### src/rtl/tape_pkg.sv
// Shared types and constants for the tape byte-fetch stage.
package tape_pkg;

  localparam int LINE_BYTES  = 8;
  localparam int LINE_SH     = 3;
  localparam int TAPE_ADDR_W = 25;
  localparam int TAG_W       = TAPE_ADDR_W - LINE_SH;

  typedef enum logic [1:0] {IDLE, LOOKUP, WAIT_MEM, DONE} req_state_t;
  typedef enum logic {M_IDLE, M_BUSY} mem_state_t;

  typedef struct packed {
    logic                      valid;
    logic [TAG_W-1:0]          tag;
    logic [8*LINE_BYTES-1:0]   data;
  } line_t;

endpackage

### src/rtl/tape_prefetch_if.sv
// 64-bit line-read port between the fetch stage (master) and SDRAM (slave).
interface tape_prefetch_if #(parameter int ADDR_W = 25);

  logic              mem_rd;
  logic [ADDR_W-1:0] mem_addr;
  logic              mem_ack;
  logic [63:0]       mem_data;

  modport master (output mem_rd, mem_addr, input mem_ack, mem_data);
  modport slave  (input mem_rd, mem_addr, output mem_ack, mem_data);

endinterface

### src/rtl/tape_line_buf.sv
// Two 8-byte line entries: tag compare, byte select, tag/valid update on
// fetch issue and data write on fetch completion. Line data is not reset;
// only valid and tag are. Extra "other line" outputs exist only when
// TAPE_PREFETCH_EN is defined.
module tape_line_buf
  import tape_pkg::*;
#(
  parameter int ADDR_W = 25
) (
  input  logic                       clk_sys,
  input  logic                       reset_n,
  input  logic                       flush,
  input  logic [ADDR_W-LINE_SH-1:0]  look_tag,
  input  logic [LINE_SH-1:0]         look_off,
  output logic                       hit,
  output logic                       hit_idx,
  output logic [7:0]                 hit_byte,
`ifdef TAPE_PREFETCH_EN
  output logic                       other_valid,
  output logic [TAG_W-1:0]           other_tag,
`endif
  input  logic                       issue,
  input  logic                       issue_idx,
  input  logic [ADDR_W-LINE_SH-1:0]  issue_tag,
  input  logic                       fill,
  input  logic                       fill_idx,
  input  logic                       fill_valid,
  input  logic [63:0]                fill_data
);

  localparam int TW = ADDR_W - LINE_SH;

  logic [1:0]    valid_q;
  logic [TW-1:0] tag_q  [2];
  logic [63:0]   data_q [2];
  line_t         lines  [2];
  logic          hit0;
  logic          hit1;

  // Valid/tag: issue invalidates and retags, fill validates, flush clears all
  always_ff @(posedge clk_sys or negedge reset_n) begin
    if (!reset_n) begin
      valid_q  <= '0;
      tag_q[0] <= '0;
      tag_q[1] <= '0;
    end else begin
      if (issue) begin
        valid_q[issue_idx] <= 1'b0;
        tag_q[issue_idx]   <= issue_tag;
      end
      if (fill) begin
        valid_q[fill_idx] <= fill_valid;
      end
      if (flush) begin
        valid_q <= '0;
      end
    end
  end

  // Line data written on every completed fetch, even a discarded one
  always_ff @(posedge clk_sys) begin
    if (fill) begin
      data_q[fill_idx] <= fill_data;
    end
  end

  // Lookup: hit test against both lines and byte select from the hit line
  always_comb begin
    for (int i = 0; i < 2; i++) begin
      lines[i] = '{valid: valid_q[i], tag: TAG_W'(tag_q[i]), data: data_q[i]};
    end
    hit0     = lines[0].valid && (lines[0].tag == TAG_W'(look_tag));
    hit1     = lines[1].valid && (lines[1].tag == TAG_W'(look_tag));
    hit      = hit0 || hit1;
    hit_idx  = !hit0;
    hit_byte = lines[hit_idx].data[{look_off, 3'b000} +: 8];
`ifdef TAPE_PREFETCH_EN
    other_valid = lines[~hit_idx].valid;
    other_tag   = lines[~hit_idx].tag;
`endif
  end

endmodule

### src/rtl/tape_prefetch.sv
// Byte-fetch stage for the tape player: answers byte requests from two line
// buffers and refills them over a 64-bit line-read port. Defining
// TAPE_PREFETCH_EN adds next-line prefetch after every hit.
module tape_prefetch
  import tape_pkg::*;
#(
  parameter int ADDR_W = 25
) (
  input  logic               clk_sys,
  input  logic               reset_n,
  input  logic               flush,
  input  logic               rd,
  input  logic [ADDR_W-1:0]  addr,
  output logic               rd_en,
  output logic [7:0]         din,
  tape_prefetch_if.master    mem
);

  localparam int TW = ADDR_W - LINE_SH;

  req_state_t    req_q, req_d;
  mem_state_t    mem_q, mem_d;
  logic          lru_q;
  logic          fetch_idx_q;
  logic [TW-1:0] fetch_tag_q;
  logic          discard_q;
  logic [ADDR_W-1:0] mem_addr_q;

  logic [TW-1:0] look_tag;
  logic          hit, hit_idx, hit_eff;
  logic [7:0]    hit_byte;
  logic          active, respond, inflight_match, demand;
  logic          pf_go;
  logic [TW-1:0] pf_tag;
  logic          issue, issue_idx, fill, fill_valid;
  logic [TW-1:0] issue_tag;

  assign look_tag = addr[ADDR_W-1:LINE_SH];

`ifdef TAPE_PREFETCH_EN
  logic             other_valid;
  logic [TAG_W-1:0] other_tag;
  logic [TW-1:0]    next_tag;
`endif

  tape_line_buf #(.ADDR_W(ADDR_W)) u_buf (
    .clk_sys    (clk_sys),
    .reset_n    (reset_n),
    .flush      (flush),
    .look_tag   (look_tag),
    .look_off   (addr[LINE_SH-1:0]),
    .hit        (hit),
    .hit_idx    (hit_idx),
    .hit_byte   (hit_byte),
`ifdef TAPE_PREFETCH_EN
    .other_valid(other_valid),
    .other_tag  (other_tag),
`endif
    .issue      (issue),
    .issue_idx  (issue_idx),
    .issue_tag  (issue_tag),
    .fill       (fill),
    .fill_idx   (fetch_idx_q),
    .fill_valid (fill_valid),
    .fill_data  (mem.mem_data)
  );

  // A flush in the same cycle forces the pending request to re-evaluate as a miss
  assign hit_eff        = hit && !flush;
  assign active         = ((req_q == LOOKUP) || (req_q == WAIT_MEM)) && rd;
  assign respond        = active && hit_eff;
  assign inflight_match = (mem_q == M_BUSY) && !discard_q && (fetch_tag_q == look_tag);
  assign demand         = active && !hit_eff && !inflight_match;

`ifdef TAPE_PREFETCH_EN
  // Next line goes into the line not being hit; top line never wraps to 0
  assign next_tag = look_tag + TW'(1);
  assign pf_tag   = next_tag;
  assign pf_go    = respond && (mem_q == M_IDLE) && !(&look_tag) &&
                    !(other_valid && (other_tag == TAG_W'(next_tag)));
`else
  assign pf_tag   = look_tag;
  assign pf_go    = 1'b0;
`endif

  // Request FSM next state
  always_comb begin
    req_d = req_q;
    case (req_q)
      IDLE:     if (rd) req_d = LOOKUP;
      LOOKUP:   if (!rd) req_d = IDLE;
                else if (hit_eff) req_d = DONE;
                else req_d = WAIT_MEM;
      WAIT_MEM: if (!rd) req_d = IDLE;
                else if (hit_eff) req_d = DONE;
      DONE:     if (!rd) req_d = IDLE;
      default:  req_d = IDLE;
    endcase
  end

  // Memory FSM next state: demand beats prefetch, one fetch outstanding
  always_comb begin
    mem_d      = mem_q;
    issue      = 1'b0;
    fill       = 1'b0;
    issue_idx  = demand ? lru_q : ~hit_idx;
    issue_tag  = demand ? look_tag : pf_tag;
    fill_valid = !flush && !discard_q;
    case (mem_q)
      M_IDLE: if (!flush && (demand || pf_go)) begin
                issue = 1'b1;
                mem_d = M_BUSY;
              end
      M_BUSY: if (mem.mem_ack) begin
                fill  = 1'b1;
                mem_d = M_IDLE;
              end
      default: mem_d = M_IDLE;
    endcase
  end

  // Request side state, response strobe/byte and replacement pointer
  always_ff @(posedge clk_sys or negedge reset_n) begin
    if (!reset_n) begin
      req_q <= IDLE;
      rd_en <= 1'b0;
      din   <= '0;
      lru_q <= 1'b0;
    end else begin
      req_q <= req_d;
      rd_en <= respond;
      if (respond) din <= hit_byte;
      if (flush) lru_q <= 1'b0;
      else if (respond) lru_q <= ~hit_idx;
    end
  end

  // Memory side state: fetch bookkeeping and discard-on-flush marker
  always_ff @(posedge clk_sys or negedge reset_n) begin
    if (!reset_n) begin
      mem_q       <= M_IDLE;
      mem_addr_q  <= '0;
      fetch_idx_q <= 1'b0;
      fetch_tag_q <= '0;
      discard_q   <= 1'b0;
    end else begin
      mem_q <= mem_d;
      if (issue) begin
        mem_addr_q  <= {issue_tag, {LINE_SH{1'b0}}};
        fetch_idx_q <= issue_idx;
        fetch_tag_q <= issue_tag;
        discard_q   <= 1'b0;
      end else if ((mem_q == M_BUSY) && flush) begin
        discard_q   <= 1'b1;
      end
    end
  end

  assign mem.mem_rd   = (mem_q == M_BUSY);
  assign mem.mem_addr = mem_addr_q;

endmodule

### src/flat_wrapper.sv
// flat-port wrapper written by rule: the top's interface ports become plain ports
module tape_prefetch_flat import tape_pkg::*;
#(
  parameter int ADDR_W = 25
)
  (clk_sys, reset_n, flush, rd, addr, rd_en, din, mem_mem_rd, mem_mem_addr, mem_mem_ack, mem_mem_data);
  tape_prefetch_if #(.ADDR_W(ADDR_W)) mem_i ();
  input  logic clk_sys;
  input  logic reset_n;
  input  logic flush;
  input  logic rd;
  input  logic [ADDR_W-1:0] addr;
  output logic rd_en;
  output logic [7:0] din;
  output wire logic [$bits(mem_i.mem_rd)-1:0] mem_mem_rd;
  output wire logic [$bits(mem_i.mem_addr)-1:0] mem_mem_addr;
  input wire logic [$bits(mem_i.mem_ack)-1:0] mem_mem_ack;
  input wire logic [$bits(mem_i.mem_data)-1:0] mem_mem_data;
  assign mem_mem_rd = mem_i.mem_rd;
  assign mem_mem_addr = mem_i.mem_addr;
  assign mem_i.mem_ack = mem_mem_ack;
  assign mem_i.mem_data = mem_mem_data;
  tape_prefetch #(.ADDR_W(ADDR_W)) u_core (.clk_sys(clk_sys), .reset_n(reset_n), .flush(flush), .rd(rd), .addr(addr), .rd_en(rd_en), .din(din), .mem(mem_i));
endmodule
### config.mk
export PLATFORM = sky130hd
export DESIGN_NAME = tape_prefetch_flat
export DESIGN_NICKNAME = d
export VERILOG_FILES = /design/src/rtl/tape_pkg.sv /design/src/rtl/tape_prefetch_if.sv /design/src/rtl/tape_line_buf.sv /design/src/rtl/tape_prefetch.sv /design/src/flat_wrapper.sv
export SDC_FILE = /design/constraint.sdc
export NUM_CORES = 1
export LEC_CHECK = 0
export CAP_MARGIN = 30
export CORE_MARGIN = 3
export CORE_UTILIZATION = 30
export DETAILED_ROUTE_END_ITERATION = 10
export GPL_TIMING_DRIVEN = 0
export PLACE_DENSITY = 0.54
export SLEW_MARGIN = 25
export SYNTH_ARGS = -nofsm -noshare
export SYNTH_HDL_FRONTEND = slang
export SYNTH_SLANG_ARGS = --single-unit
export TNS_END_PERCENT = 50
### constraint.sdc
create_clock -name clk_sys -period 3.3 [get_ports clk_sys]
set_input_delay 0.825 -clock clk_sys [delete_from_list [all_inputs] [get_ports clk_sys]]
set_output_delay 0.825 -clock clk_sys [all_outputs]
set_load 0.005 [all_outputs]
# --- After elaboration in Yosys (flattened, before gate mapping) ---
# Memories as Yosys holds them, arrays and structs flattened.
# Cells that the tools add are included.
op_classes:
  n_addsub: 0
  multipliers: 0
  div_mod_pow: 0
  n_lt_le_gt_ge: 7
  eq_ne: 9
  shift: 1
  n_mux: 34
  n_bitwise: 5
  reduce_logical: 26
op_table:
  columns: ["op", "n"]
  rows:
  - ["$mux W64", 3]
  - ["$eq A22 B22 Y1", 3]
  - ["$shiftx A64 B7 Y8", 1]
  - ["$bwmux W44", 1]
  - ["$demux W22 S1", 1]
  - ["$mux W22", 1]
  - ["$mux W2", 8]
  - ["$logic_and A1 B1 Y1", 15]
  - ["$mux W1", 15]
  - ["$pmux W2 S4", 1]
  - ["$logic_not A1 Y1", 5]
  - ["$eq A2 B2 Y1 const B", 2]
  - ["$ge A2 B2 Y1 const B", 2]
  - ["$lt A1 B2 Y1 const B", 2]
  - ["$ne A2 B2 Y1 const B", 2]
  - ["$not A1 Y2", 2]
  - ["$reduce_bool A2 Y1", 2]
  - ["$ne A3 B2 Y1 const B", 1]
  - ["$reduce_and A3 Y1", 1]
  - ["$and A2 B2 Y2", 1]
  - ["$bwmux W2", 1]
  - ["$demux W1 S1", 2]
  - ["$eq A2 B1 Y1 const B", 1]
  - ["$ge A1 B1 Y1 const B", 2]
  - ["6 further kinds", 7]
word_totals:
  ff_bits: 83
  latchBits: 0
  ramBits: 128
  romBits: 0
  inputBits: 94
  output_inout_bits: 35
  wordCells: 94
  mem_count: 1
memory_table:
  columns: ["memory", "depth", "width", "read_ports", "rd_ports_with_merged_regs", "write_ports", "line", "source"]
  rows:
  - ["u_core.u_buf.data_q", 2, 64, 2, 0, 1, "tape_line_buf.sv:35", "logic [63:0] data_q [2];"]

# --- Longest topological paths before layout ---
logic_depth:
  word_depth: 18
  depth_mapped: 8
  mapped_depth_nobuf: 7

# --- By module ---
# Synthesis repeated with hierarchy kept, for this count alone.
hier_totals:
  cells_unflattened: 518
  area_unflattened_um2: 8904.8
by_module_without_submodules:
  columns: ["module", "instances", "cells_each", "area_per_inst_um2", "seq_area_each_um2"]
  rows:
  - ["tape_line_buf", 1, 365, 7100.6, 4994.8]
  - ["tape_prefetch", 1, 153, 1804.2, 925.9]

# --- Least setup slack after synthesis ---
# Ideal clock, no wire load.
synth_timing:
  path_type: "in2reg"
  startpoint: "input mem_mem_ack"
  endpoint: "memory u_core.u_buf.data_q[0][0] (enable)"
  setup_time_ns: 0.418
  arrival_ns: 2.409
  t_required_ns: 2.882
  slack_ns: 0.473
  path_stages: 3
  path_buffers: 0
  path_cell_list: "nand2_1 > or2_2 > inv_1"
synth_between:
  elab_chain_cells: 4
synth_lines:
  columns: ["element", "line", "source"]
  rows:
  - ["from (decl)", "flat_wrapper.sv:17", "input wire logic [$bits(mem_i.mem_ack)-1:0] mem_mem_ack;"]
  - ["$mux W1", "tape_prefetch.sv:114", "M_BUSY: if (mem.mem_ack) begin"]
  - ["$mux W1", "tape_prefetch.sv:109", "case (mem_q)"]
  - ["$mux W1", "tape_line_buf.sv:62", "if (fill) begin"]
  - ["$mux W1 (implied by the code)", "tape_line_buf.sv:63", "data_q[fill_idx] <= fill_data;"]
  - ["to (decl)", "tape_line_buf.sv:35", null]
# Every way passes these cells.

# --- Worst setup path in the final report ---
layout_timing:
  startpoint: "input addr[9]"
  endpoint: "register u_core.u_buf.tag_q, in the netlist u_core.u_buf.lines[67]"
layout_between:
  elab_chain_cells: 14
  word_cells_on_any_way: 23
  classes_between: "order compare: 2; eq/ne: 3; mux: 6; bitwise: 1; reduce/logical: 11"
layout_lines:
  columns: ["element", "line", "source"]
  rows:
  - ["from (decl)", "flat_wrapper.sv:12", "input logic [ADDR_W-1:0] addr;"]
  - ["$eq A22 B22 Y1, on equally long branches", "tape_line_buf.sv:72, tape_line_buf.sv:73", null]
  - ["$logic_and A1 B1 Y1, on equally long branches", "tape_line_buf.sv:72, tape_line_buf.sv:73", null]
  - ["$logic_or A1 B1 Y1", "tape_line_buf.sv:74", "hit = hit0 || hit1;"]
  - ["$logic_and A1 B1 Y1", "tape_prefetch.sv:69", "assign hit_eff = hit && !flush;"]
  - ["$logic_not A1 Y1", "tape_prefetch.sv:73", "assign demand = active && !hit_eff && !inflight_match;"]
  - ["$logic_and A1 B1 Y1 (2 in a row)", "tape_prefetch.sv:73", null]
  - ["$mux W1", "tape_prefetch.sv:106", "issue_idx = demand ? lru_q : ~hit_idx;"]
  - ["$not A1 Y2 (implied by the code)", "tape_line_buf.sv:49", "tag_q[issue_idx] <= issue_tag;"]
  - ["$ge A2 B2 Y1 (implied by the code) or $lt A2 B1 Y1 (tied branches)", "tape_line_buf.sv:49", null]
  - ["$logic_and A1 B1 Y1 (implied by the code)", "tape_line_buf.sv:49", null]
  - ["$mux W22 (implied by the code)", "tape_line_buf.sv:49", null]
  - ["$demux W22 S1", "tape_line_buf.sv:49", null]
  - ["$bwmux W44", "tape_line_buf.sv:49", null]
  - ["to (signal, indexed assignment)", "tape_line_buf.sv:49", null]
  - ["to (decl)", "tape_line_buf.sv:34", "logic [TW-1:0] tag_q [2];"]
# Parallel ways exist; a longest one is shown, timed or not.
# A chain may end at the register's enable or synchronous reset.

==> reports/results.ini <==
[floorplanning]
rows=63
start_util_pct=30.5
num_io_pins=129
fp.dieW_um=180
dieHeight_um=180
coreArea_sq_mm=0.0298
dieArea_sq_mm=0.0325

[sta]
hold_viol_final=0
maxSlewViolCount=0
finClkSkew_ns=0.0279
timing.fmax_mhz=319
tightestPinTransition_ns=0.637
rsz0062_at_grt=no
finalSetupViolations=0
finalCritPeriodShare_pct=94.9
slew_headroom_pct=57.5
finalCriticalPeriod_ns=3.13

[global_route]
grt.total_usage_pct=13.6
antenna_found_initial=0
grt_max_degree=67
grt_pass1_vias=5799
grt_pass1_wl_um=34700
overflow=0

[layout]
utilization_pct=39.7
drive_above_1_share_pct=11.9
final_net_count=893
antenna_cells=0
fin_cells=1202
syn2layout_area_growth_pct=30.0

[setup_path]
crit_required_ns=3.69
cp_max_fo=10
cp-end-kind=register
crit_type=in2reg
rr_worst_depth=7
cp-start-kind=primary input
r2r-start=u_core.u_buf.lines[157]
rrSetupSlack_ns=0.66
arrival_ns=3.52
regToRegEndpoint=u_core.u_buf.lines[67]

[drt]
ant_nets=0
drc=0
vias=5798
drt-initial-drc-count=388
first_pass_iters=5
via_per_inst=4.82
wl_um=22600
wire_per_inst_um=18.8
dr_wl_met2_um=10400
routed.top_layer=met4
wl_met1_um=10400
dr_wl_met3_um=1340

[power]
p_leak_nw=4.30
irDropWorstVdd_mv=0.298
p_per_area_mw_per_mm2=660

[synthesis]
yosysWarnings=0
yosysTopAreaCell=edfxtp_1
synth_cell_types=56
synth_edf_count=128
syn_area_sq_mm=0.00910
synth-seq-cells=211
synth_ff_type=edfxtp_1
synthCells=639
synth_area_per_cell_sq_um=14.2
async_flop_share_pct=39.3
synth_top_area_share_pct=42.3
yosys-top-cells-count=edfxtp_1 (128), dfrtp_1 (83), mux2_1 (59)
ys_top_cells_by_area=edfxtp_1 (42%), dfrtp_1 (23%), mux2_1 (7.3%)
yosysMostFrequentCell=edfxtp_1
ys_seq_area_share_pct=65.1

[placed_design]
placed_cells=1156
gp_congestion=0.809
numPortBuffers=122
post-dp-hpwl_um=15800

[status]
status=finished clean

[clock_tree]
numCtsBuffers=24
cts_hold_buffers=0
htree_num_levels=1
cts.sinks=211
insertion_delay_ns=0.53
clock-root-buffer=clkbuf_16
tritoncts=yes
cts_buffer_depth=3
path_clk_slew_ns=0.06

[run]
drv_cap=0

[hold_path]
holdCritPathClass=in2async

[cell type report]
cell class / instances / area (sq um)
plain buffers: 34 / 173
clock buffers: 28 / 657
clock inverters: 16 / 224
fillers: 2844 / 18000
inverters: 13 / 53.8
multi-input cells: 383 / 2990
flip-flops and latches: 211 / 5920
well taps: 390 / 488
repair buffers: 127 / 1320
[flip-flops by register name, summed over array words and instances, names as in the netlist]
name,cells
u_core.discard_q,1
u_core.u_buf.data_q,128
u_core.req_q,2
u_core.fetch_idx_q,1
u_core.lru_q,1
u_core.din,8
u_core.u_buf.lines,44
u_core.u_buf.valid_q,2
u_core.rd_en,1
u_core.mem.mem_rd,1
u_core.fetch_tag_q,22
[where the power goes]
group	switching [mW]	internal, mW	total [mW]
sequential	0.196	3.26	3.46
clock	1.08	1.82	2.90
combinational	0.665	0.779	1.44
total	1.94	5.86	7.80
[placed cells by master, fill, tap and decap left out, types with 7 or more instances in the layout]
master           Yosys  final
o21ai_0             13     13
edfxtp_1           128    128
a211oi_1            12     12
a21oi_1             10     10
nand4_1             15     15
nand3_1             22     22
xnor2_1             41     41
nor2_1              25     23
clkbuf_1            20     20
a22oi_1             14     14
nor2b_1              7      7
mux2_2              15     15
o21a_1              12     12
clkbuf_16            0     25
mux2_1              59     59
inv_1               12     10
buf_2                8      8
nand2b_1            26     26
dfrtp_1             83     83
nand2_1             31     31
clkdlybuf4s50_1      0    121
or3_1                7      7
[metrics by stage]
| step | hold WS [ns] | cell area (sq um) | setup slack (ns) | TNS, ns | power, mW |
|---|---|---|---|---|---|
| 2_1_floorplan | 0.478 | 9100 | 0.473 | 0 | 4.25 |
| 3_3_place_gp | 0.474 | 10800 | -1.90 | -307.91 | 4.94 |
| 3_5_place_dp | 0.481 | 10900 | -0.660 | -43.96 | 4.98 |
| 4_1_cts | 0.113 | 11800 | 0.0520 | 0 | 7.91 |
| 5_1_grt | 0.124 | 11800 | 0.0215 | 0 | 8.19 |
| 6_report | 0.133 | 11800 | 0.168 | 0 | 7.80 |
[kinds of logic after synthesis]
kind of cell,after synthesis,synth area share (%)
multiplexers,81,10.5
buffers and inverters,47,2.42
AO/OA/AOI/OAI,102,8.33
flip-flops,211,65.1
other,1,0.0412
XOR/XNOR,44,4.24
AND/OR/NAND/NOR,148,8.72
adder cells (fa/ha/maj),5,0.688
[how the worst max path moves through the flow]
stage | endpoint | slack [ns] | startpoint
6_report | u_core.u_buf.lines[67] | 0.17 | addr[9]
3_5_place_dp | u_core.u_buf.lines[163] | -0.66 | addr[7]
4_1_cts | u_core.u_buf.lines[158] | 0.05 | addr[3]
5_1_grt | u_core.u_buf.lines[67] | 0.02 | addr[9]
3_3_place_gp | u_core.fetch_tag_q[1] | -1.90 | reset_n
2_1_floorplan | u_core.u_buf.data_q[0][0] | 0.47 | mem_mem_ack
[layer usage]
metal  vias to the layer above  GRT usage, %
met2                       186          22.0
met4                         0          2.89
met3                        34          2.50
li1                       2699             -
met5                         -             0
met1                      2879          19.3
[repair_timing]
action,CTS,global route
resized for setup,1,6
buffers inserted,2,0
pin swaps,1,0
cloned,0,0
endpoints found under the setup margin,58,44
hold endpoints to repair,0,0
[critical path, stage by stage]
cell and delay [ns]:
clkdlybuf4s50_1 0.52, xnor2_1 0.35, nand4_1 0.21, nor2_2 0.43
a32oi_1 0.17, nand3_1 0.31, buf_2 0.33, mux2_1 0.36
Note: power is estimated with default switching activity, not from simulation.
